[src/rtl/case7_pkg.sv]
// Shared widths, bit positions and scan FSM states
// for the case7 logic block and its preimage search.
package case7_pkg;

    localparam int VEC_W = 6;
    localparam int OUT_W = 3;

    localparam int BIT_A = 5;
    localparam int BIT_B = 4;
    localparam int BIT_C = 3;
    localparam int BIT_D = 2;
    localparam int BIT_E = 1;
    localparam int BIT_F = 0;

    localparam int BIT_Y1 = 2;
    localparam int BIT_Y2 = 1;
    localparam int BIT_Y3 = 0;

    typedef enum logic [1:0] {
        IDLE,
        SCAN,
        RESP
    } state_t;

endpackage

[src/rtl/case7_eval.sv]
// Combinational case7 function: {a,b,c,d,e,f} -> {y1,y2,y3}.
module case7_eval
    import case7_pkg::*;
(
    input  logic [VEC_W-1:0] vec,
    output logic [OUT_W-1:0] y
);

    logic a, b, c, d, e, f;
    logic cd;
    logic y2;

    assign a = vec[BIT_A];
    assign b = vec[BIT_B];
    assign c = vec[BIT_C];
    assign d = vec[BIT_D];
    assign e = vec[BIT_E];
    assign f = vec[BIT_F];

    assign cd = c & d;
    assign y2 = a | b | f;

    assign y[BIT_Y1] = (a | b | cd) & ((~cd & ~f) | e);
    assign y[BIT_Y2] = y2;
    assign y[BIT_Y3] = (~(e & f) & y2) | cd;

endmodule

[src/rtl/case7_preimage_search.sv]
// Sequential search of the 64-vector input space for vectors
// that map onto a requested case7 output triple.
module case7_preimage_search
    import case7_pkg::*;
#(
    parameter int SCAN_START = 0,
    parameter int COUNT_W    = 7
) (
    input  logic               clk,
    input  logic               rst,
    input  logic               req_valid,
    output logic               req_ready,
    input  logic [OUT_W-1:0]   req_target,
    input  logic               req_count_all,
    output logic               rsp_valid,
    input  logic               rsp_ready,
    output logic               rsp_found,
    output logic [VEC_W-1:0]   rsp_vec,
    output logic [COUNT_W-1:0] rsp_count
);

    localparam logic [VEC_W-1:0] START = VEC_W'(SCAN_START);

    state_t state;
    state_t state_nxt;

    logic [VEC_W-1:0] index;
    logic [VEC_W-1:0] steps;
    logic [OUT_W-1:0] target;
    logic             count_all;
    logic [OUT_W-1:0] y;
    logic             match;
    logic             last;
    logic             accept;

    case7_eval u_eval (
        .vec (index),
        .y   (y)
    );

    assign match = (y == target);
    // steps, not index, ends the scan so any start covers all 64 once
    assign last  = (steps == '1);

    always_ff @(posedge clk) begin
        if (rst) begin
            state <= IDLE;
        end else begin
            state <= state_nxt;
        end
    end

    always_comb begin
        state_nxt = state;
        req_ready = 1'b0;
        rsp_valid = 1'b0;
        accept    = 1'b0;
        unique case (state)
            IDLE: begin
                req_ready = 1'b1;
                if (req_valid) begin
                    accept    = 1'b1;
                    state_nxt = SCAN;
                end
            end
            SCAN: begin
                if ((match && !count_all) || last) begin
                    state_nxt = RESP;
                end
            end
            RESP: begin
                rsp_valid = 1'b1;
                if (rsp_ready) begin
                    state_nxt = IDLE;
                end
            end
            default: begin
                state_nxt = IDLE;
            end
        endcase
    end

    always_ff @(posedge clk) begin
        if (rst) begin
            index     <= '0;
            steps     <= '0;
            target    <= '0;
            count_all <= 1'b0;
            rsp_vec   <= '0;
            rsp_count <= '0;
        end else if (accept) begin
            index     <= START;
            steps     <= '0;
            target    <= req_target;
            count_all <= req_count_all;
            rsp_vec   <= '0;
            rsp_count <= '0;
        end else if (state == SCAN) begin
            index <= index + VEC_W'(1);
            steps <= steps + VEC_W'(1);
            if (match) begin
                if (rsp_count == '0) begin
                    rsp_vec <= index;
                end
                if (rsp_count != '1) begin
                    rsp_count <= rsp_count + COUNT_W'(1);
                end
            end
        end
    end

    assign rsp_found = (rsp_count != '0);

endmodule
[config.mk]
export PLATFORM = sky130hd
export DESIGN_NAME = case7_preimage_search
export DESIGN_NICKNAME = d
export VERILOG_FILES = /design/src/rtl/case7_pkg.sv /design/src/rtl/case7_eval.sv /design/src/rtl/case7_preimage_search.sv
export SDC_FILE = /design/constraint.sdc
export NUM_CORES = 1
export LEC_CHECK = 0
export BUFFER_PORTS_ARGS = -buffer_cell sky130_fd_sc_hd__buf_2
export CAP_MARGIN = 20
export CORE_MARGIN = 2
export CORE_UTILIZATION = 55
export CTS_CLUSTER_DIAMETER = 50
export DETAILED_ROUTE_END_ITERATION = 7
export HOLD_SLACK_MARGIN = 0.12
export PLACE_DENSITY_LB_ADDON = 0.15
export SYNTH_ARGS = -nofsm -noshare
export SYNTH_HDL_FRONTEND = slang
export SYNTH_HIERARCHICAL = 1
export SYNTH_SLANG_ARGS = --single-unit
export TNS_END_PERCENT = 50
[constraint.sdc]
create_clock -name clk -period 2.1 [get_ports clk]
set_input_delay 0.105 -clock clk [delete_from_list [all_inputs] [get_ports clk]]
set_output_delay 0.105 -clock clk [all_outputs]
set_load 0.02 [all_outputs]
==> impl_metrics.env <==
export IMPL_overflow=0
export IMPL_drive_above_1_share_pct=22.8
export IMPL_yosysTopAreaCellShare_pct=41.8
export IMPL_max_cap_violations=0
export IMPL_grt_total_usage_pct=22.0
export IMPL_cts_buffers=5
export IMPL_grt_pass1_wl_mm=5.39
export IMPL_rows=18
export IMPL_rsz0062_at_grt="yes"
export IMPL_worstPathCellList="or3_4, a22o_1, xnor2_2, nand4_4, or4_1, a21oi_1"
export IMPL_die_h_um=56.0
export IMPL_nets=213
export IMPL_clkSlewWorstSetupHoldPaths_ns=0.09
export IMPL_async_reset_ff_share_pct=0
export IMPL_yosysMostFrequentCell="dfxtp_1"
export IMPL_detail_route_wl_per_cell_um=14.0
export IMPL_ys_ff_latch=31
export IMPL_hp_class="primary input to register"
export IMPL_yosysTopAreaCell="dfxtp_1"
export IMPL_grt_start_max_net_pins=25
export IMPL_syn_nets=179
export IMPL_hold_viol=0
export IMPL_antenna_found_initial=0
export IMPL_worstSetupPathType="register to register"
export IMPL_cts_tree="built"
export IMPL_syn_cell_area_um2=1490
export IMPL_powerDensity_nw_per_um2=683
export IMPL_synth_edf_count=0
export IMPL_syn2layout_area_growth_pct=20.2
export IMPL_dpl_hpwl_mm=2.25
export IMPL_clock_skew_final_ns=0.00388
export IMPL_ys_top_cells_by_count="31 x dfxtp_1, 21 x nor2_1, 15 x nand3_1"
export IMPL_crit_start="index[5]"
export IMPL_io_buffers=23
export IMPL_slowest_stage="or4_1"
export IMPL_setup_violations_final=0
export IMPL_max_slew_margin_pct=64.4
export IMPL_dr_pass1_iters=4
export IMPL_die_area_um2=3130
export IMPL_root_buffer="clkbuf_4"
export IMPL_worstSetupEndpoint="rsp_count[4]"
export IMPL_num_vias=1317
export IMPL_cts_sinks=31
export IMPL_vdd_drop_max_mv=0.591
export IMPL_postRouteAntennaNets=0
export IMPL_wirelength_mm=3.26
export IMPL_h_tree_depth=2
export IMPL_yosys_warnings=6
export IMPL_ff2ff_setup_slack_ns=0.02
export IMPL_arrival_ns=2.35
export IMPL_clkLatencyLatePin_ns=0.33
export IMPL_required_ns=2.37
export IMPL_ys_seq_area_share_pct=41.8
export IMPL_finalMaxSlewViolations=0
export IMPL_synth_area_per_cell_um2=8.90
export IMPL_synthesis_instances=167
export IMPL_worstReg2RegStart="index[5]"
export IMPL_rr_endpoint="rsp_count[4]"
export IMPL_grt_pass1_vias=1298
export IMPL_gp_congestion=0.768
export IMPL_fillCellCount=204
export IMPL_fp_dieW_um=56.0
export IMPL_finalSetupTns_ns=0
export IMPL_reg2regPathDepth=6
export IMPL_initial_utilization_pct=58.9
export IMPL_vias_per_cell=5.68
export IMPL_synthTopCellsByArea="dfxtp_1 42%, nor2_1 5.3%, nand3_1 5.1%"
export IMPL_diodes=0
export IMPL_synthDistinctLibCells=40
export IMPL_max_stage_delay_ns=0.53
export IMPL_p_total_mw=1.22
export IMPL_worstPathMaxFanout=5
export IMPL_leakage_nw=0.711
export IMPL_status="finished clean"
export IMPL_layout_min_cycle_time_ns=2.08
export IMPL_end_kind="register"
export IMPL_critPathLaunchType="register"
export IMPL_clockBufferDepth=2
export IMPL_synth_main_ff_cell="dfxtp_1"
export IMPL_period_share_pct=98.9
export IMPL_drc=0
export IMPL_fmax_ghz=0.481
export IMPL_first_iter_violations=42
export IMPL_ios=24
export IMPL_worstMarginPinSlew_ns=0.531
export IMPL_coreArea_um2=2520
==> cells in the final DEF (no fill, tap or decap), types with 2 or more instances in the layout <==
cell type / count
buf_2: 23
a21oi_1: 14
dfxtp_1: 29
clkbuf_8: 2
clkbuf_4: 5
nand3_1: 15
inv_1: 3
o21ai_0: 11
ha_1: 4
or4_1: 2
nor2_1: 21
o31ai_1: 2
dlygate4sd3_1: 9
dfxtp_2: 2
buf_4: 4
mux2i_1: 7
nand4_1: 5
xnor2_2: 3
or3_1: 3
xnor2_1: 2
nand2_1: 7
xor2_1: 7
and3_1: 2
==> flip-flops by register name (all words and copies together), names as in the netlist <==
name,flops
rsp_count,7
rsp_vec,6
index,6
state,2
target,3
steps,6
count_all,1
==> power by group <==
group,switching (mW),internal [mW]
Combinational,0.112,0.0893
Clock,0.199,0.197
Sequential,0.0193,0.604
==> final cells by class <==
| type | count | area, um^2 | area share [%] |
|---|---|---|---|
| Multi-Input combinational cell | 123 | 807 | 45.2 |
| Sequential cell | 31 | 623 | 34.9 |
| Clock buffer | 8 | 68.8 | 3.85 |
| Tap cell | 30 | 37.5 | 2.10 |
| Timing Repair Buffer | 36 | 235 | 13.2 |
| Inverter | 4 | 15.0 | 0.840 |
==> kinds of logic (layout without fill, tap and decap cells) <==
kind of cell	count (synthesis)	count (layout)	share of synthesized area, %
buffers and inverters	13	48	4.04
AOI/OAI and AO/OA	32	32	12.0
xor gates and xnor gates	12	12	8.59
adders and majority gates	4	4	3.37
and+or+nand+nor	68	68	25.6
DFF	31	31	41.8
muxes	7	7	4.71
==> routing by layer <==
metal  routed length, um  part of all wire (%)  track usage [%]  up-vias
li1                    -                     -                -      658
met1                1410                    43             25.1      628
met2                1680                    52             38.2       25
met3                 122                   3.7             5.35        6
met4                  43                   1.3             10.5        0
met5                   0                     0                0        -
==> how the worst min path moves through the flow <==
stage,start,to,depth (start not counted)
after floorplan,req_count_all,count_all,2
after global placement,req_target[0],target[0],3
after detailed placement,req_target[0],target[0],3
after CTS,req_valid,state[0],4
after global routing,req_valid,state[0],4
final,req_valid,state[0],4
==> what timing repair did <==
| item | 4_1_cts | 5_1_grt |
|---|---|---|
| setup buffers | 0 | 0 |
| setup endpoints to repair | 0 | 8 |
| hold buffers | 9 | 0 |
| endpoints found under the hold margin | 6 | 0 |
| gates resized for setup | 0 | 3 |
==> through the flow <==
| stage | worst slack [ns] | utilization (%) | cells | area, um^2 | hold WS, ns |
|---|---|---|---|---|---|
| final | 0.0226 | 70.8 | 232 | 1790 | 0.186 |
| after global routing | -0.0477 | 70.8 | 232 | 1790 | 0.230 |
| after CTS | 0.0357 | 70.7 | 232 | 1780 | 0.168 |
| after detailed placement | 0.0667 | 64.4 | 215 | 1620 | 0.355 |
| after global placement | 0.119 | 64.4 | 215 | 1620 | 0.342 |
| after floorplan | 0.161 | - | 167 | 1490 | 0.252 |
==> critical path, delay by kind of cell (launching register included) <==
family	cells	cell delay, ns
simple gates	3	1.08
compound gates	2	0.36
flops	1	0.35
xor+xnor	1	0.23
Note: power is estimated with default switching activity, not from simulation.
